File: src/rtl/user_pkg.sv
// Shared types and constants for the user-domain IO bridge.
package user_pkg;

    localparam int unsigned AidWidth = 4;

    // OBI subordinate request, flattened A channel.
    typedef struct packed {
        logic                req;
        logic                we;
        logic [3:0]          be;
        logic [31:0]         addr;
        logic [31:0]         wdata;
        logic [AidWidth-1:0] aid;
    } sbr_obi_req_t;

    // OBI subordinate response, flattened R channel.
    typedef struct packed {
        logic                gnt;
        logic                rvalid;
        logic [31:0]         rdata;
        logic                err;
        logic [AidWidth-1:0] rid;
    } sbr_obi_rsp_t;

    // Register byte offsets; decode only looks at bits [5:2].
    localparam logic [7:0] UserIoCtrlOffset    = 8'h00;
    localparam logic [7:0] UserIoStatusOffset  = 8'h04;
    localparam logic [7:0] UserIoTimeoutOffset = 8'h08;
    localparam logic [7:0] UserIoInOffset      = 8'h10;
    localparam logic [7:0] UserIoOutOffset     = 8'h20;

    localparam int unsigned CtrlStartBit     = 0;
    localparam int unsigned CtrlIrqEnBit     = 1;
    localparam int unsigned StatusBusyBit    = 0;
    localparam int unsigned StatusDoneBit    = 1;
    localparam int unsigned StatusTimeoutBit = 2;
    localparam int unsigned StatusOverrunBit = 3;

    localparam logic [31:0] UserIoErrRdata = 32'hBADCAB1E;

    typedef enum logic [1:0] {IoIdle, IoStartP, IoWait} user_io_state_e;

endpackage

File: src/rtl/user_io_seq.sv
// Operation sequencer: start pulse, wait for done or timeout, done wins ties.
module user_io_seq
    import user_pkg::*;
(
    input  logic        clk_i,
    input  logic        rst_ni,
    input  logic        start_i,
    input  logic        core_done_i,
    input  logic [31:0] timeout_i,
    output logic        core_start_o,
    output logic        busy_o,
    output logic        done_set_o,
    output logic        timeout_set_o
);

    user_io_state_e state_q, state_d;
    logic [31:0]    cnt_q, cnt_d;
    logic           expired;

    // A zero timeout disables expiry entirely.
    assign expired = (timeout_i != 32'd0) && (cnt_q == timeout_i - 32'd1);
    assign busy_o  = (state_q != IoIdle);

    // Next-state, counter and completion strobes.
    always_comb begin
        state_d       = state_q;
        cnt_d         = cnt_q;
        core_start_o  = 1'b0;
        done_set_o    = 1'b0;
        timeout_set_o = 1'b0;
        case (state_q)
            IoIdle: begin
                if (start_i) begin
                    state_d = IoStartP;
                end
            end
            IoStartP: begin
                core_start_o = 1'b1;
                cnt_d        = 32'd0;
                state_d      = IoWait;
            end
            IoWait: begin
                if (core_done_i) begin
                    done_set_o = 1'b1;
                    state_d    = IoIdle;
                end else if (expired) begin
                    timeout_set_o = 1'b1;
                    state_d       = IoIdle;
                end else if (cnt_q != 32'hFFFF_FFFF) begin
                    cnt_d = cnt_q + 32'd1;
                end
            end
            default: state_d = IoIdle;
        endcase
    end

    // State and cycle counter registers.
    always_ff @(posedge clk_i or negedge rst_ni) begin
        if (!rst_ni) begin
            state_q <= IoIdle;
            cnt_q   <= 32'd0;
        end else begin
            state_q <= state_d;
            cnt_q   <= cnt_d;
        end
    end

endmodule

File: src/rtl/user_obi_io_bridge.sv
// OBI register file bridging software to a fixed-function user core.
module user_obi_io_bridge
    import user_pkg::*;
#(
    parameter int unsigned IN_BYTES   = 7,
    parameter int unsigned OUT_BYTES  = 6,
    parameter logic [31:0] TimeoutRst = 32'd1024
) (
    input  logic                   clk_i,
    input  logic                   rst_ni,
    input  logic                   testmode_i,
    input  sbr_obi_req_t           obi_req_i,
    output sbr_obi_rsp_t           obi_rsp_o,
    output logic [8*IN_BYTES-1:0]  core_data_o,
    output logic                   core_start_o,
    input  logic [8*OUT_BYTES-1:0] core_data_i,
    input  logic                   core_done_i,
    output logic                   irq_o
);

    if (IN_BYTES < 1 || IN_BYTES > 8) begin : gen_in_bytes_chk
        $error("IN_BYTES must be in 1..8");
    end
    if (OUT_BYTES < 1 || OUT_BYTES > 8) begin : gen_out_bytes_chk
        $error("OUT_BYTES must be in 1..8");
    end

    localparam logic [3:0] CtrlIdx   = UserIoCtrlOffset[5:2];
    localparam logic [3:0] StatusIdx = UserIoStatusOffset[5:2];
    localparam logic [3:0] TmoIdx    = UserIoTimeoutOffset[5:2];
    localparam logic [3:0] InIdx     = UserIoInOffset[5:2];
    localparam logic [3:0] OutIdx    = UserIoOutOffset[5:2];

    logic [63:0] in_q, in_d, out_q, out_d;
    logic [31:0] tmo_q, tmo_d;
    logic        irq_en_q, irq_en_d;
    logic        done_q, done_d, to_q, to_d, ovr_q, ovr_d;
    logic        irq_q;
    logic        rvalid_q, err_q;
    logic [31:0] rdata_q, rdata_d, rd_val;
    logic [AidWidth-1:0] rid_q;

    logic [3:0]  idx;
    logic        is_ctrl, is_status, is_tmo, is_in, is_out;
    logic        req_err, wr_en, start_wr, busy, done_set, to_set;
    logic [3:0]  w1c;
    logic        unused_sigs;

    assign idx         = obi_req_i.addr[5:2];
    assign unused_sigs = ^{testmode_i, obi_req_i.addr[31:6], obi_req_i.addr[1:0]};

    // Address decode; IN writes are refused while an operation is running.
    always_comb begin
        is_ctrl   = (idx == CtrlIdx);
        is_status = (idx == StatusIdx);
        is_tmo    = (idx == TmoIdx);
        is_in     = (idx == InIdx) || (idx == InIdx + 4'd1);
        is_out    = (idx == OutIdx) || (idx == OutIdx + 4'd1);
        req_err   = ~(is_ctrl | is_status | is_tmo | is_in | is_out)
                  | (obi_req_i.we & is_out)
                  | (obi_req_i.we & is_in & busy);
    end

    assign wr_en    = obi_req_i.req & obi_req_i.we & ~req_err;
    assign start_wr = wr_en & is_ctrl & obi_req_i.be[0] & obi_req_i.wdata[CtrlStartBit];

    user_io_seq u_seq (
        .clk_i         (clk_i),
        .rst_ni        (rst_ni),
        .start_i       (start_wr & ~busy),
        .core_done_i   (core_done_i),
        .timeout_i     (tmo_q),
        .core_start_o  (core_start_o),
        .busy_o        (busy),
        .done_set_o    (done_set),
        .timeout_set_o (to_set)
    );

    // Register next-state; hardware sets take priority over software clears.
    always_comb begin
        in_d     = in_q;
        out_d    = out_q;
        tmo_d    = tmo_q;
        irq_en_d = irq_en_q;
        w1c      = 4'b0;
        if (wr_en && is_status && obi_req_i.be[0]) begin
            w1c = obi_req_i.wdata[3:0];
        end
        done_d = done_set | (done_q & ~w1c[StatusDoneBit]);
        to_d   = to_set | (to_q & ~w1c[StatusTimeoutBit]);
        ovr_d  = (start_wr & busy) | (ovr_q & ~w1c[StatusOverrunBit]);
        if (wr_en && is_ctrl && obi_req_i.be[0]) begin
            irq_en_d = obi_req_i.wdata[CtrlIrqEnBit];
        end
        if (wr_en && is_tmo) begin
            for (int j = 0; j < 4; j++) begin
                if (obi_req_i.be[j]) tmo_d[8*j +: 8] = obi_req_i.wdata[8*j +: 8];
            end
        end
        if (wr_en && is_in) begin
            for (int w = 0; w < 2; w++) begin
                for (int j = 0; j < 4; j++) begin
                    if (idx[0] == w[0] && obi_req_i.be[j] && (4*w + j) < IN_BYTES) begin
                        in_d[8*(4*w + j) +: 8] = obi_req_i.wdata[8*j +: 8];
                    end
                end
            end
        end
        if (done_set) begin
            out_d = 64'(core_data_i);
        end
    end

    // Read data mux for the current request.
    always_comb begin
        rd_val = 32'd0;
        if (is_ctrl) begin
            rd_val[CtrlIrqEnBit] = irq_en_q;
        end else if (is_status) begin
            rd_val[StatusBusyBit]    = busy;
            rd_val[StatusDoneBit]    = done_q;
            rd_val[StatusTimeoutBit] = to_q;
            rd_val[StatusOverrunBit] = ovr_q;
        end else if (is_tmo) begin
            rd_val = tmo_q;
        end else if (is_in) begin
            rd_val = idx[0] ? in_q[63:32] : in_q[31:0];
        end else if (is_out) begin
            rd_val = idx[0] ? out_q[63:32] : out_q[31:0];
        end
        rdata_d = req_err ? UserIoErrRdata : (obi_req_i.we ? 32'd0 : rd_val);
    end

    // Register file, interrupt and response pipeline state.
    always_ff @(posedge clk_i or negedge rst_ni) begin
        if (!rst_ni) begin
            in_q     <= 64'd0;
            out_q    <= 64'd0;
            tmo_q    <= TimeoutRst;
            irq_en_q <= 1'b0;
            done_q   <= 1'b0;
            to_q     <= 1'b0;
            ovr_q    <= 1'b0;
            irq_q    <= 1'b0;
            rvalid_q <= 1'b0;
            err_q    <= 1'b0;
            rdata_q  <= 32'd0;
            rid_q    <= '0;
        end else begin
            in_q     <= in_d;
            out_q    <= out_d;
            tmo_q    <= tmo_d;
            irq_en_q <= irq_en_d;
            done_q   <= done_d;
            to_q     <= to_d;
            ovr_q    <= ovr_d;
            irq_q    <= irq_en_q & (done_q | to_q);
            rvalid_q <= obi_req_i.req;
            if (obi_req_i.req) begin
                err_q   <= req_err;
                rdata_q <= rdata_d;
                rid_q   <= obi_req_i.aid;
            end
        end
    end

    // Response drive; grant is immediate since there is no back-pressure.
    always_comb begin
        obi_rsp_o        = '0;
        obi_rsp_o.gnt    = obi_req_i.req;
        obi_rsp_o.rvalid = rvalid_q;
        obi_rsp_o.rdata  = rdata_q;
        obi_rsp_o.err    = err_q;
        obi_rsp_o.rid    = rid_q;
    end

    assign core_data_o = in_q[8*IN_BYTES-1:0];
    assign irq_o       = irq_q;

endmodule

File: config.mk
export PLATFORM = sky130hd
export DESIGN_NAME = user_obi_io_bridge
export DESIGN_NICKNAME = d
export VERILOG_FILES = /design/src/rtl/user_pkg.sv /design/src/rtl/user_io_seq.sv /design/src/rtl/user_obi_io_bridge.sv
export SDC_FILE = /design/constraint.sdc
export NUM_CORES = 1
export LEC_CHECK = 0
export CAP_MARGIN = 25
export CELL_PAD_IN_SITES_DETAIL_PLACEMENT = 1
export CELL_PAD_IN_SITES_GLOBAL_PLACEMENT = 2
export CORE_MARGIN = 8
export CORE_UTILIZATION = 33
export CTS_CLUSTER_SIZE = 16
export DETAILED_ROUTE_END_ITERATION = 10
export GPL_TIMING_DRIVEN = 1
export PLACE_DENSITY = 0.77
export REMOVE_ABC_BUFFERS = 1
export SYNTH_ARGS = -nofsm -noshare
export SYNTH_HDL_FRONTEND = slang
export SYNTH_SLANG_ARGS = --single-unit
File: constraint.sdc
create_clock -name clk_i -period 3.4 [get_ports clk_i]
set_input_delay 0.68 -clock clk_i [delete_from_list [all_inputs] [get_ports clk_i]]
set_output_delay 0.68 -clock clk_i [all_outputs]
set_load 0.01 [all_outputs]
==> results of run 1 <==
## cells by family after synthesis
group                      count (synthesis)  share of synthesized area
adders and majority gates                  2                   0.002298
muxes                                    159                     0.1627
buffers and inverters                     84                    0.03310
AOI/OAI and AO/OA                        231                     0.1367
xor gates and xnor gates                  39                    0.03138
and+or+nand+nor                          286                     0.1441
DFF                                      213                     0.4897
## worst min path at each step
| stage | startpoint | end | slack, ns | cells past startpoint |
|---|---|---|---|---|
| 2_1_floorplan | rst_ni | done_q | 0.38 | 0 |
| 3_3_place_gp | rdata_q[31] | rdata_q[31] | 0.47 | 1 |
| 3_5_place_dp | rdata_q[27] | rdata_q[27] | 0.47 | 1 |
| 4_1_cts | rst_ni | u_seq.cnt_q[2] | 0.18 | 1 |
| 5_1_grt | rst_ni | u_seq.cnt_q[2] | 0.22 | 1 |
| 6_report | rst_ni | u_seq.cnt_q[2] | 0.16 | 1 |
## what timing repair did
item / CTS / global route
setup endpoints to repair: 0 / 33
gates resized for setup: 0 / 16
buffers inserted: 0 / 1
## power groups by stage
| stage | clock (mW) | combinational [mW] | sequential (mW) |
|---|---|---|---|
| after global placement | 0 | 1.11 | 2.96 |
| after CTS | 3.09 | 1.14 | 2.93 |
| after floorplan | 0 | 0.462 | 2.96 |
| after detailed placement | 0 | 1.13 | 2.97 |
| after global routing | 3.19 | 1.24 | 2.96 |
| final | 3.01 | 1.14 | 2.93 |
## area by class of cell
| cell class | instances | area share |
|---|---|---|
| clock buffer | 38 | 0.05086 |
| timing repair buffer | 263 | 0.1702 |
| multi-input combinational | 717 | 0.3591 |
| tap | 442 | 0.03765 |
| sequential | 213 | 0.3630 |
| clock inverter | 10 | 0.01218 |
| inverter | 25 | 0.006389 |
| antenna | 4 | 0.0006815 |
## worst max-delay path, cell delays in order (launching register included)
cell	delay (ns)
sky130_fd_sc_hd__dfrtp_1	0.39
sky130_fd_sc_hd__or3_1	0.41
sky130_fd_sc_hd__or4_4	0.47
sky130_fd_sc_hd__or2_1	0.27
sky130_fd_sc_hd__o31a_1	0.25
sky130_fd_sc_hd__o21ai_1	0.18
sky130_fd_sc_hd__nor4_2	0.08
sky130_fd_sc_hd__and4_2	0.29
sky130_fd_sc_hd__buf_12	0.18
sky130_fd_sc_hd__or4_1	0.53
sky130_fd_sc_hd__a21oi_2	0.15
## cell usage in the layout, fill, tap and decap left out, types with 5 or more instances in the layout
cell | Yosys | routed
sky130_fd_sc_hd__o31ai_1 | 10 | 10
sky130_fd_sc_hd__o22a_1 | 8 | 8
sky130_fd_sc_hd__xor2_1 | 9 | 9
sky130_fd_sc_hd__o22ai_1 | 27 | 27
sky130_fd_sc_hd__a22oi_1 | 6 | 6
sky130_fd_sc_hd__or4_1 | 9 | 8
sky130_fd_sc_hd__buf_4 | 3 | 67
sky130_fd_sc_hd__and3_1 | 12 | 12
sky130_fd_sc_hd__xnor2_1 | 30 | 30
sky130_fd_sc_hd__nand2b_1 | 13 | 13
sky130_fd_sc_hd__nand2_1 | 54 | 52
sky130_fd_sc_hd__nor4_2 | 5 | 6
sky130_fd_sc_hd__a222oi_1 | 7 | 7
sky130_fd_sc_hd__o21ai_0 | 48 | 48
sky130_fd_sc_hd__nand4_1 | 22 | 22
sky130_fd_sc_hd__o221ai_1 | 10 | 10
sky130_fd_sc_hd__inv_1 | 25 | 25
sky130_fd_sc_hd__nor2_1 | 57 | 57
sky130_fd_sc_hd__nor3_1 | 23 | 23
sky130_fd_sc_hd__clkbuf_16 | 0 | 28
sky130_fd_sc_hd__clkbuf_1 | 43 | 8
sky130_fd_sc_hd__nand3_1 | 22 | 22
sky130_fd_sc_hd__clkdlybuf4s50_1 | 0 | 191
sky130_fd_sc_hd__a21oi_1 | 64 | 63
sky130_fd_sc_hd__mux2_2 | 144 | 144
sky130_fd_sc_hd__or3_1 | 17 | 16
sky130_fd_sc_hd__mux2i_1 | 15 | 15
sky130_fd_sc_hd__bufinv_16 | 0 | 5
sky130_fd_sc_hd__dfrtp_1 | 212 | 212
sky130_fd_sc_hd__o21a_1 | 15 | 15
sky130_fd_sc_hd__nor4_1 | 15 | 12
sky130_fd_sc_hd__and2_1 | 8 | 8
## metal layers
layer | routed length, um | GRT usage | share of wire | up-vias
met3 | 2026 | 0.04753 | 0.051 | 62
met5 | 54 | 0 | 0.0014 | -
li1 | - | - | - | 4250
met1 | 17050 | 0.2579 | 0.43 | 4771
met2 | 19250 | 0.3327 | 0.49 | 170
met4 | 1048 | 0.06167 | 0.027 | 8
## flip-flops by register name, summed over array words and instances (netlist names)
register,flops
irq_en_q,1
ovr_q,1
rvalid_q,1
rid_q,4
err_q,1
u_seq.cnt_q,32
in_q,56
tmo_q,32
done_q,1
irq_o,1
to_q,1
u_seq.state_q,2
out_q,48
rdata_q,32
## Yosys cell counts, types with 5 or more instances
| master | instances | area [um^2] |
|---|---|---|
| sky130_fd_sc_hd__dfrtp_1 | 212 | 5305 |
| sky130_fd_sc_hd__and3_1 | 12 | 75.07 |
| sky130_fd_sc_hd__o31ai_1 | 10 | 75.07 |
| sky130_fd_sc_hd__o22a_1 | 8 | 70.07 |
| sky130_fd_sc_hd__a222oi_1 | 7 | 70.07 |
| sky130_fd_sc_hd__o221ai_1 | 10 | 87.58 |
| sky130_fd_sc_hd__xor2_1 | 9 | 78.83 |
| sky130_fd_sc_hd__and2_1 | 8 | 50.05 |
| sky130_fd_sc_hd__a22oi_1 | 6 | 45.04 |
| sky130_fd_sc_hd__nor2_1 | 57 | 214.0 |
| sky130_fd_sc_hd__nor4_1 | 15 | 93.84 |
| sky130_fd_sc_hd__or3_1 | 17 | 106.4 |
| sky130_fd_sc_hd__nand2_1 | 54 | 202.7 |
| sky130_fd_sc_hd__mux2_2 | 144 | 1622 |
| sky130_fd_sc_hd__inv_1 | 25 | 93.84 |
| sky130_fd_sc_hd__nand3_1 | 22 | 110.1 |
| sky130_fd_sc_hd__buf_1 | 6 | 22.52 |
| sky130_fd_sc_hd__nand2b_1 | 13 | 81.33 |
| sky130_fd_sc_hd__a21oi_1 | 64 | 320.3 |
| sky130_fd_sc_hd__xnor2_1 | 30 | 262.8 |
| sky130_fd_sc_hd__o21a_1 | 15 | 112.6 |
| sky130_fd_sc_hd__or4_1 | 9 | 67.56 |
| sky130_fd_sc_hd__clkbuf_1 | 43 | 161.4 |
| sky130_fd_sc_hd__o21ai_0 | 48 | 240.2 |
| sky130_fd_sc_hd__nor3_1 | 23 | 115.1 |
| sky130_fd_sc_hd__mux2i_1 | 15 | 150.1 |
| sky130_fd_sc_hd__nor4_2 | 5 | 62.56 |
| sky130_fd_sc_hd__nand4_1 | 22 | 137.6 |
| sky130_fd_sc_hd__o22ai_1 | 27 | 168.9 |
## through the flow
| step | setup WS [ns] | std cells | power (mW) | TNS, ns |
|---|---|---|---|---|
| CTS | 0.08777 | 1706 | 7.155 | 0 |
| global route | -0.01679 | 1710 | 7.389 | -0.01679 |
| floorplan | -0.1492 | 955 | 3.425 | -2.952 |
| global placement | 0.1586 | 1658 | 4.066 | 0 |
| detailed placement | 0.1111 | 1658 | 4.098 | 0 |
| finish | 0.1293 | 1712 | 7.084 | 0 |
==> impl_summary.txt, run 1 <==
----------------------------------------------------
[Setup path]
  Data required time of the worst path ... around 3.9 ns
  Reg-to-reg endpoint ... u_seq.cnt_q[12]
  Count of cells along the worst register-to-register path ... 10
  Reg-to-reg setup timing slack ... roughly 0.13 ns
  Critical Path Sink Type ... register
  Arrival @ worst endpoint ... 3.73 ns
  Maximum fanout count along the critical path ... 28
  Critical Path End ... u_seq.cnt_q[12]
  Category of the critical setup timing path ... register to register
  Critical path launch point ... tmo_q[26]
  Crit path launch type ... register
  Reg-to-reg startpoint ... tmo_q[26]

[Global routing]
  Number of global-route vias before repair ... 10306
  First-pass GRT wire length ... roughly 62000 um
  Antenna violations before repair ... 6
  Gr usage total ... 0.2011
  Largest net degree at the start of global routing ... 84
  Grt ovf ... 0

[Place]
  Detailed placement HPWL ... slightly below 30000 um
  Placer Congestion ... 0.8166
  Port buffer count ... 193
  Post-place instance area ... 13640 um^2

[Floorplan]
  Die X ... 197.6 um
  DIE AREA ... 39060 um^2
  Vert. Die Dim ... 197.6 um
  Standard-cell row count ... 66
  Number of top-level pins ... 223
  Placeable core region ... about 33000 um^2
  Initial cell density of the core ... 0.3346

[Final layout]
  Multi-input logic area ... between 5000 and 6000 um^2
  Core utilization of the finished layout ... 0.4514
  Number of nets in the layout ... 1374
  # fillers ... 3588
  Register cell area after layout ... 5331 um^2
  Cell area after layout ... 14690 um^2
  Layout cells sized above 1 ... 0.2275
  Synthesis-to-finish area growth ... 34.92%

[Clock tree]
  Hold-fix buffers at CTS ... 0
  Post-CTS clock slew at the launch and capture registers of the worst setup and hold paths ... approximately 0.060 ns
  Number of levels the H-tree was split into ... 1
  Clk_lat worst skew ... approximately 0.53 ns
  Number of clock sinks seen by CTS ... around 210
  Max Root-Sink Buffers ... 3
  Clock root buffer ... sky130_fd_sc_hd__clkbuf_16
  Number of buffers created by CTS ... 26
  TritonCTS clock tree ... done

[Timing]
  FMAX ... 0.3057 GHz
  Final setup violation count ... 0
  Worst clock skew ... between 0.01 and 0.015 ns
  Final worst path period share ... 0.9620
  Worst slew margin relative to its limit ... 0.5017
  Worst-margin pin slew ... 0.7396 ns
  Hold slack ... 0.1645 ns
  Final Hold Viols ... 0
  Final critical delay including setup and external delays ... 3.271 ns
  Number of max-slew violations in the final report ... 0

[Synthesis]
  Number of synthesis warnings ... 0
  Flip-flop and latch count after synthesis ... approximately 210
  Seq/Total Area, Yosys ... 0.4897
  Post-Syn Area ... around 11000 um^2
  Number of library cell types mapped by synthesis ... 66
  Per-instance average area after synthesis ... 10.74 um^2
  Async set or reset register ratio after synthesis ... 1.000
  Most used flip-flop cell after synthesis ... sky130_fd_sc_hd__dfrtp_1
  Gate count of the mapped netlist ... 1014
  EDFF count, synth ... 0

[Power and ir drop]
  Worst voltage drop across the vdd grid ... slightly above 300 uV
  Share of total power in combinational logic ... 0.161
  Areal power density over the cells ... ~480 nW/um^2
  Internal power ... 5.231 mW
  Switching share of total power ... 0.2615
  Part of the power in registers ... 0.414
  Switching pwr ... 1.852 mW
  Static Leak ... 6.147 nW
  Part of the total power dissipated in the clock network ... 0.425

[Run status]
  Result of the run ... complete, no violations

[Drt]
  Post-route DRC ... 0
  Iter 0 DRT Violations ... 380
  Number of vias in the routed layout ... 9261
  Detailed-routing iteration count for the pre-antenna-repair pass ... 5
  Via-to-Cell Ratio ... 5.409
  Routed len/inst ... between 20 and 25 um
  Final routed wirelength across all metal layers ... ~39000 um
  Post-DRT Antenna Nets ... 0

[Run]
  Number of violations of the max-capacitance limit ... 0

[Worst hold path]
  Type of the tightest min-delay check ... input port to async pin

----------------------------------------------------
(Power assumes the default switching activity.)
==> inputs of run 2 (changes only) <==
ABC_AREA = 1   (was default)
CORE_UTILIZATION = 30   (was 33)
==> run 2 against run 1 <==
Worst hold slack lost 0.054 ns; utilization down 5.7 points; critical path depth up 8; cell count rose by 30%; clock skew down 0.0044 ns; sequential share of layout area shrank 1.1 points; critical endpoint is now u_seq.cnt_q[16]; largest cell class is now multi-input gates.
==> impl_summary.txt, run 2 <==
----------------------------------------------------
[Power and ir drop]
  Internal power ... 4.964 mW (-5.1%)
  Static Leak ... 6.739 nW (+9.6%)
  Post-route total power ... 6.835 mW (-3.5%)
  Worst voltage drop across the vdd grid ... 318.8 uV (+4.8%)
  Switching pwr ... 1.871 mW (+0.99%)
  Switching share of total power ... 0.2737 (+0.01220)
  Part of the power in registers ... 0.428 (+0.014)
  Part of the total power dissipated in the clock network ... 0.430 (+0.005)
  Areal power density over the cells ... 451.4 nW/um^2 (-6.4%)
  Share of total power in combinational logic ... 0.142 (-0.019)

[Setup path]
  Crit path buffers/inverters ... 3 (+2)
  Critical Path Sink Type ... register
  Critical path launch point ... tmo_q[0]
  Standard cell with the maximum stage delay on the critical path ... sky130_fd_sc_hd__dfrtp_1
  Top cell by count, worst path ... sky130_fd_sc_hd__nand2_1
  Reg-to-reg startpoint ... tmo_q[0]
  Reg-to-reg endpoint ... u_seq.cnt_q[16]
  Data required time of the worst path ... 3.84 ns (-0.02 ns)
  Crit path launch type ... register
  Largest stage delay on the critical path ... 0.39 ns (-0.14 ns)
  Maximum fanout count along the critical path ... 30 (+7.1%)
  Arrival @ worst endpoint ... 3.50 ns (-0.23 ns)
  Category of the critical setup timing path ... register to register
  Ordered list of cells on the worst path ... inv_1 > ha_1 > nand2_1 > nor2_2 > nand2_1 > o21ai_1 > nand2_1 > nand2_1 > nand2_1 > inv_2 > nand2_1 > nor2_1 > nand3_1 > nand3_2 > nand2_1 > buf_4 > nand2_1 > nand2_1
  Cell class contributing the biggest share of worst-path delay ... simple AND/OR/NAND/NOR gates
  Reg-to-reg setup timing slack ... 0.34 ns (+0.21 ns)
  Count of cells along the worst register-to-register path ... 18 (+8)

[Timing]
  FMAX ... 0.3269 GHz (+6.9%)
  Worst clock skew ... 0.007658 ns (-0.004404 ns)
  Final setup violation count ... 0 (unchanged)
  Final worst path period share ... 0.8997 (-0.06222)
  Final critical delay including setup and external delays ... 3.059 ns (-0.2116 ns)
  Final Hold Viols ... 0 (unchanged)
  TNS Setup ... 0 ns (unchanged)
  Worst slew margin relative to its limit ... 0.4674 (-0.03436)
  Worst-margin pin slew ... 0.7989 ns (+0.05935 ns)
  Number of max-slew violations in the final report ... 0 (unchanged)
  Hold slack ... 0.1105 ns (-0.05406 ns)
  Setup repair after global routing missed its margin ... false

[Drt]
  Post-DRT Antenna Nets ... 0 (unchanged)
  Number of vias in the routed layout ... 10992 (+19%)
  Routed len/inst ... 20.29 um (-12%)
  Iter 0 DRT Violations ... 557 (+47%)
  Detailed-routing iteration count for the pre-antenna-repair pass ... 5 (unchanged)
  Final routed wirelength across all metal layers ... 45320 um (+15%)
  Via-to-Cell Ratio ... 4.923 (-9.0%)
  Post-route DRC ... 0 (unchanged)

[Floorplan]
  Placeable core region ... 38380 um^2 (+18%)
  Standard-cell row count ... 72 (+9.1%)
  Die X ... 212.4 um (+7.5%)
  DIE AREA ... 45130 um^2 (+16%)
  Number of top-level pins ... 223 (unchanged)
  Vert. Die Dim ... 212.4 um (+7.5%)
  Initial cell density of the core ... 0.3016 (-0.03296)

[Synthesis]
  Most used flip-flop cell after synthesis ... sky130_fd_sc_hd__dfrtp_1
  Cell taking the most area after synthesis ... sky130_fd_sc_hd__dfrtp_1
  Per-instance average area after synthesis ... 7.754 um^2 (-28%)
  Synth top area cells ... sky130_fd_sc_hd__dfrtp_1, sky130_fd_sc_hd__nand2_1, sky130_fd_sc_hd__nor2_1
  Async set or reset register ratio after synthesis ... 1.000 (unchanged)
  Post-Syn Area ... 11580 um^2 (+6.3%)
  Proportion of netlist area held by the largest area contributor ... 0.4583 (-0.02902)
  Number of library cell types mapped by synthesis ... 38 (-42%)
  Count leader, synth ... sky130_fd_sc_hd__nand2_1
  Number of synthesis warnings ... 0 (unchanged)
  Flip-flop and latch count after synthesis ... 213 (unchanged)
  Gate count of the mapped netlist ... 1493 (+47%)
  Seq/Total Area, Yosys ... 0.4605 (-0.02916)
  Synth top cells by count ... sky130_fd_sc_hd__nand2_1, sky130_fd_sc_hd__dfrtp_1, sky130_fd_sc_hd__nor2_1, sky130_fd_sc_hd__inv_1, sky130_fd_sc_hd__nand3_1
  EDFF count, synth ... 0 (unchanged)

[Clock tree]
  Number of levels the H-tree was split into ... 1 (unchanged)
  Post-CTS clock slew at the launch and capture registers of the worst setup and hold paths ... 0.06 ns (about the same)
  Clk_lat worst skew ... 0.56 ns (+0.03 ns)
  TritonCTS clock tree ... done
  Clock root buffer ... sky130_fd_sc_hd__clkbuf_16
  Max Root-Sink Buffers ... 3 (unchanged)
  Hold-fix buffers at CTS ... 0 (unchanged)
  Number of setup buffers added after CTS ... 0 (unchanged)
  Number of clock sinks seen by CTS ... 213 (unchanged)
  Number of buffers created by CTS ... 27 (+3.8%)

[Final layout]
  Number of flip-flops in the largest register ... 56 (unchanged)
  Top reg by flops ... in_q
  Leading cell type in the layout, fill and taps excluded ... sky130_fd_sc_hd__nand2_1
  Final cell count without fillers ... 2233 (+30%)
  Top library cells by usage in the layout, fill and taps aside ... sky130_fd_sc_hd__nand2_1, sky130_fd_sc_hd__dfrtp_1, sky130_fd_sc_hd__clkdlybuf4s50_1
  Number of nets in the layout ... 1821 (+33%)
  Cell area after layout ... 15140 um^2 (+3.1%)
  Largest registers in the final layout ... in_q (56), out_q (48)
  Layout cells sized above 1 ... 0.08635 (-0.1411)
  Synthesis-to-finish area growth ... 30.82%

[Run status]
  Result of the run ... complete, no violations

[Place]
  Port buffer count ... 193 (unchanged)
  Post-place instance area ... 14220 um^2 (+4.3%)
  Detailed placement HPWL ... 34420 um (+19%)
  Placer Congestion ... 0.8439 (+3.3%)
  # placed instances ... 2182 (+32%)

[Global routing]
  Grt ovf ... 0 (unchanged)
  Number of global-route vias before repair ... 11723 (+14%)
  Largest net degree at the start of global routing ... 94 (+12%)
  Gr usage total ... 0.2005 (-0.0006707)
  Antenna violations before repair ... 2 (-4)
  First-pass GRT wire length ... 70190 um (+14%)

[Run]
  Number of violations of the max-capacitance limit ... 0 (unchanged)

[Worst hold path]
  Type of the tightest min-delay check ... input port to async pin

----------------------------------------------------
-- run 2: changes by cell type after synthesis, moves of 13 or more --
cell / delta
sky130_fd_sc_hd__nand2_1: +322
sky130_fd_sc_hd__inv_1: +122
sky130_fd_sc_hd__mux2_2: -110
sky130_fd_sc_hd__nand3_1: +77
sky130_fd_sc_hd__o21ai_0: +32
sky130_fd_sc_hd__xor2_1: +26
sky130_fd_sc_hd__o21ai_1: +24
sky130_fd_sc_hd__xnor2_1: -19
sky130_fd_sc_hd__nand2b_1: -13
sky130_fd_sc_hd__or3_1: -17
sky130_fd_sc_hd__o21a_1: -14
sky130_fd_sc_hd__nor2_1: +129
-- run 2: how the worst max path moves through the flow --
stage	to	slack (ns)	depth (start not counted)
6_report	u_seq.cnt_q[16]	0.34	18
5_1_grt	u_seq.cnt_q[16]	0.03	18
4_1_cts	u_seq.cnt_q[16]	0.21	17
3_5_place_dp	in_q[4]	0.16	13
3_3_place_gp	in_q[4]	0.26	13
2_1_floorplan	tmo_q[14]	0.29	10
-- run 2: cells by family (layout without fill, tap and decap cells) --
| family | count (synthesis) | count (layout) | synth area share |
|---|---|---|---|
| flip-flops | 213 | 213 | 0.4605 |
| buffers and inverters | 220 | 441 | 0.07501 |
| other | 0 | 1 | 0 |
| AO/OA/AOI/OAI | 231 | 231 | 0.1112 |
| multiplexers | 54 | 54 | 0.05123 |
| XOR/XNOR | 48 | 48 | 0.03869 |
| adder cells (fa/ha/maj) | 2 | 2 | 0.002161 |
| AND/OR/NAND/NOR | 725 | 725 | 0.2611 |
-- run 2: power groups by stage --
stage | Sequential [mW] | Clock [mW] | Combinational, mW
6_report | 2.93 | 2.94 | 0.967
5_1_grt | 2.95 | 3.12 | 1.08
4_1_cts | 2.93 | 3.02 | 0.987
3_5_place_dp | 2.97 | 0 | 0.979
3_3_place_gp | 2.96 | 0 | 0.959
2_1_floorplan | 2.94 | 0 | 0.383
-- run 2: worst reg2reg max path: cells and delay by family (launching register included) --
family                     cells  cell delay [ns]
AOI/OAI and AO/OA              1             0.28
adders and majority gates      1             0.32
buffers and inverters          3             0.49
DFF                            1             0.39
and+or+nand+nor               13             1.45
-- run 2: through the flow --
step           worst slack [ns]  utilization
2_1_floorplan            0.2852            -
3_3_place_gp             0.2623       0.3707
3_5_place_dp             0.1619       0.3707
4_1_cts                  0.2085       0.3944
5_1_grt                 0.02714       0.3946
6_report                 0.3409       0.3946
-- run 2: final cells by class --
class                      instances  area [um^2]
timing repair buffer             232         2271
fill                            4694        23230
clock buffer                      40        794.5
clock inverter                    10        117.6
sequential                       213         5331
multi-input combinational       1060         5381
inverter                         159        596.8
tap                              518        648.1
antenna                            1        2.502
-- run 2: metal layers --
metal / routed length [um] / track usage / share of wire
met3: 2235 / 0.04216 / 0.049
met1: 20670 / 0.2663 / 0.46
met4: 1044 / 0.04736 / 0.023
met2: 21350 / 0.3309 / 0.47
met5: 13 / 0 / 0.00029
-- run 2: what timing repair did --
| item | in CTS | in global routing |
|---|---|---|
| resized for setup | 0 | 1 |
| endpoints found under the hold margin | 0 | 0 |
| endpoints found under the setup margin | 0 | 17 |
==> inputs of run 3 (changes only) <==
SETUP_SLACK_MARGIN = 0.4   (was default)
==> run 3 against run 2 <==
Non-clock buffer count increased by 4; first-iteration DRC count increased by 0.90%; sequential power is essentially flat; routed wire length hardly changed; sequential share of layout area down 0.21 points; combinational power increased by 0.5%; global-route usage about the same; final area up 0.60%; maximum frequency up 12%; clock skew rose by 0.00070 ns; critical path type unchanged; critical endpoint unchanged.
==> impl_summary.txt, run 3 (synthesis gave the netlist of run 2 again) <==
----------------------------------------------------
[Power and ir drop]
  Part of the power in registers ... 0.428 (about the same)
  Static Leak ... 6.759 nW (+0.30%)
  Internal power ... 4.967 mW (about the same)
  Part of the total power dissipated in the clock network ... 0.429 (about the same)
  Areal power density over the cells ... 449.0 nW/um^2 (-0.53%)
  Switching share of total power ... 0.2738 (about the same)
  Worst voltage drop across the vdd grid ... 319.4 uV (+0.20%)
  Switching pwr ... 1.873 mW (+0.10%)
  Post-route total power ... 6.840 mW (about the same)
  Share of total power in combinational logic ... 0.142 (about the same)

[Global routing]
  Met2 track demand over resource ... 0.3310 (about the same)
  First-pass GRT wire length ... 70230 um (about the same)
  Antenna violations before repair ... 2 (unchanged)
  Number of global-route vias before repair ... 11729 (+0.051%)
  Most utilized layer in the global route result ... met2
  Grt ovf ... 0 (unchanged)
  Met1 track demand over resource ... 0.2666 (+0.0002738)
  Largest net degree at the start of global routing ... 94 (unchanged)
  Gr usage total ... 0.2006 (about the same)
  Routing usage on met3 ... 0.04216 (unchanged)

[Drt]
  Detailed-routing iteration count for the pre-antenna-repair pass ... 4 (-1)
  Number of vias in the routed layout ... 11011 (+0.17%)
  Post-DRT Antenna Nets ... 0 (unchanged)
  Iter 0 DRT Violations ... 562 (+0.90%)
  Final routed wirelength across all metal layers ... 45350 um (about the same)
  Routed len/inst ... 20.27 um (about the same)
  Via-to-Cell Ratio ... 4.922 (about the same)
  Post-route DRC ... 0 (unchanged)

[Timing]
  Hold slack ... 0.1047 ns (-0.005780 ns)
  Final worst path period share ... 0.8022 (-0.09754)
  FMAX ... 0.3666 GHz (+12%)
  Worst slew margin relative to its limit ... 0.4703 (+0.002956)
  TNS Setup ... 0 ns (unchanged)
  Final critical delay including setup and external delays ... 2.727 ns (-0.3316 ns)
  Final setup violation count ... 0 (unchanged)
  Setup repair after global routing missed its margin ... false
  Setup WS post-layout ... 0.6725 ns (+0.3316 ns)
  Worst-margin pin slew ... 0.7945 ns (-0.004434 ns)
  Final Hold Viols ... 0 (unchanged)
  Number of max-slew violations in the final report ... 0 (unchanged)
  Worst clock skew ... 0.008362 ns (+0.0007042 ns)

[Run status]
  Result of the run ... complete, no violations

[Clock tree]
  Number of levels the H-tree was split into ... 1 (unchanged)
  Post-CTS clock slew at the launch and capture registers of the worst setup and hold paths ... 0.06 ns (about the same)
  TritonCTS clock tree ... done
  Number of buffers created by CTS ... 27 (unchanged)
  Clk_lat worst skew ... 0.56 ns (about the same)
  Number of clock sinks seen by CTS ... 213 (unchanged)
  Hold-fix buffers at CTS ... 0 (unchanged)
  Max Root-Sink Buffers ... 3 (unchanged)
  Clock root buffer ... sky130_fd_sc_hd__clkbuf_16

[Final layout]
  Synthesis-to-finish area growth ... 31.60%
  Leading cell type in the layout, fill and taps excluded ... sky130_fd_sc_hd__nand2_1
  Cell area after layout ... 15230 um^2 (+0.60%)
  Largest registers in the final layout ... in_q (56), out_q (48)
  Number of flip-flops in the largest register ... 56 (unchanged)
  Layout cells sized above 1 ... 0.09371 (+0.007366)
  Top library cells by usage in the layout, fill and taps aside ... sky130_fd_sc_hd__nand2_1, sky130_fd_sc_hd__dfrtp_1, sky130_fd_sc_hd__clkdlybuf4s50_1
  Number of nets in the layout ... 1825 (+0.22%)
  Core utilization of the finished layout ... 0.3970 (+0.002380)
  Final cell count without fillers ... 2237 (+0.18%)
  Top reg by flops ... in_q

[Floorplan]
  Placeable core region ... 38380 um^2 (unchanged)
  Vert. Die Dim ... 212.4 um (unchanged)
  DIE AREA ... 45130 um^2 (unchanged)
  Initial cell density of the core ... 0.3016 (unchanged)
  Die X ... 212.4 um (unchanged)
  Standard-cell row count ... 72 (unchanged)
  Number of top-level pins ... 223 (unchanged)

[Setup path]
  Category of the critical setup timing path ... register to register
  Reg-to-reg startpoint ... tmo_q[0]
  Crit path launch type ... register
  Arrival @ worst endpoint ... 3.17 ns (-0.33 ns)
  Critical path launch point ... tmo_q[0]
  Maximum fanout count along the critical path ... 30 (unchanged)
  Data required time of the worst path ... 3.84 ns (about the same)
  Count of cells along the worst register-to-register path ... 17 (-1)
  Critical Path Sink Type ... register

[Place]
  Pre-CTS setup slack ... 0.1619 ns (unchanged)
  Post-place instance area ... 14220 um^2 (unchanged)
  Port buffer count ... 193 (unchanged)
  # placed instances ... 2182 (unchanged)
  Detailed placement HPWL ... 34420 um (unchanged)
  Placer Congestion ... 0.8439 (unchanged)

[Run]
  Number of violations of the max-capacitance limit ... 0 (unchanged)

[Worst hold path]
  Type of the tightest min-delay check ... input port to async pin

----------------------------------------------------
## run 3: changes by cell type in the layout (fill, tap and decap cells not counted), moves of 2 or more
cell and delta:
sky130_fd_sc_hd__nor2_4 +4, sky130_fd_sc_hd__buf_4 +3, sky130_fd_sc_hd__nor2_1 -3, sky130_fd_sc_hd__inv_1 -2, sky130_fd_sc_hd__inv_2 +2, sky130_fd_sc_hd__nand3_1 -2
sky130_fd_sc_hd__nand3_2 +2
## run 3: power groups by stage
stage | Sequential (mW) | Combinational (mW) | Clock, mW
after global placement | 2.96 | 0.959 | 0
after detailed placement | 2.97 | 0.979 | 0
final | 2.93 | 0.972 | 2.94
after CTS | 2.93 | 0.987 | 3.02
after global routing | 2.95 | 1.08 | 3.12
after floorplan | 2.94 | 0.383 | 0
## run 3: final timing paths
kind / endpoint / slack, ns
hold / removal: rid_q[3] / 0.10
setup reg to reg: u_seq.cnt_q[16] / 0.67
max in group asynchronous: rdata_q[17] / 2.41
hold reg to reg: rid_q[1] / 0.47
min in group clk_i: rid_q[1] / 0.47
setup / recovery: u_seq.cnt_q[16] / 0.67
## run 3: final cells by class
| cell class | count | area, um^2 |
|---|---|---|
| diodes | 1 | 2.502 |
| clock buffers | 40 | 794.5 |
| clock inverters | 10 | 117.6 |
| fillers | 4690 | 23140 |
| inverters | 159 | 596.8 |
| multi-input cells | 1060 | 5435 |
| flip-flops and latches | 213 | 5331 |
| well taps | 518 | 648.1 |
| repair buffers | 236 | 2308 |
## run 3: worst max-delay path: stages, from the launching register on
cell	delay (ns)
sky130_fd_sc_hd__dfrtp_1	0.40
sky130_fd_sc_hd__inv_2	0.14
sky130_fd_sc_hd__ha_4	0.19
sky130_fd_sc_hd__nand2_1	0.16
sky130_fd_sc_hd__nor2_4	0.16
sky130_fd_sc_hd__nand2_1	0.13
sky130_fd_sc_hd__nor2_1	0.19
sky130_fd_sc_hd__xor2_1	0.18
sky130_fd_sc_hd__nand2_1	0.07
sky130_fd_sc_hd__nor2_1	0.09
sky130_fd_sc_hd__nand2_1	0.05
sky130_fd_sc_hd__nor2_1	0.12
sky130_fd_sc_hd__nand3_2	0.16
sky130_fd_sc_hd__nand3_2	0.12
sky130_fd_sc_hd__nand2_1	0.07
sky130_fd_sc_hd__buf_6	0.21
sky130_fd_sc_hd__nand2_1	0.09
sky130_fd_sc_hd__nand2_1	0.06
## run 3: what timing repair did
action                                  CTS  global route
resized for setup                         7            11
pin swaps                                 0             1
buffers inserted                          0             4
endpoints found under the setup margin   32            32
cloned                                    0             0
## run 3: metal layers
metal  up-vias  wire, um  share of wire
met1      5521     20860           0.46
li1       5262         -              -
met5         -        13        0.00029
met3        52      2065          0.046
met2       174     21340           0.47
met4         2      1071          0.024
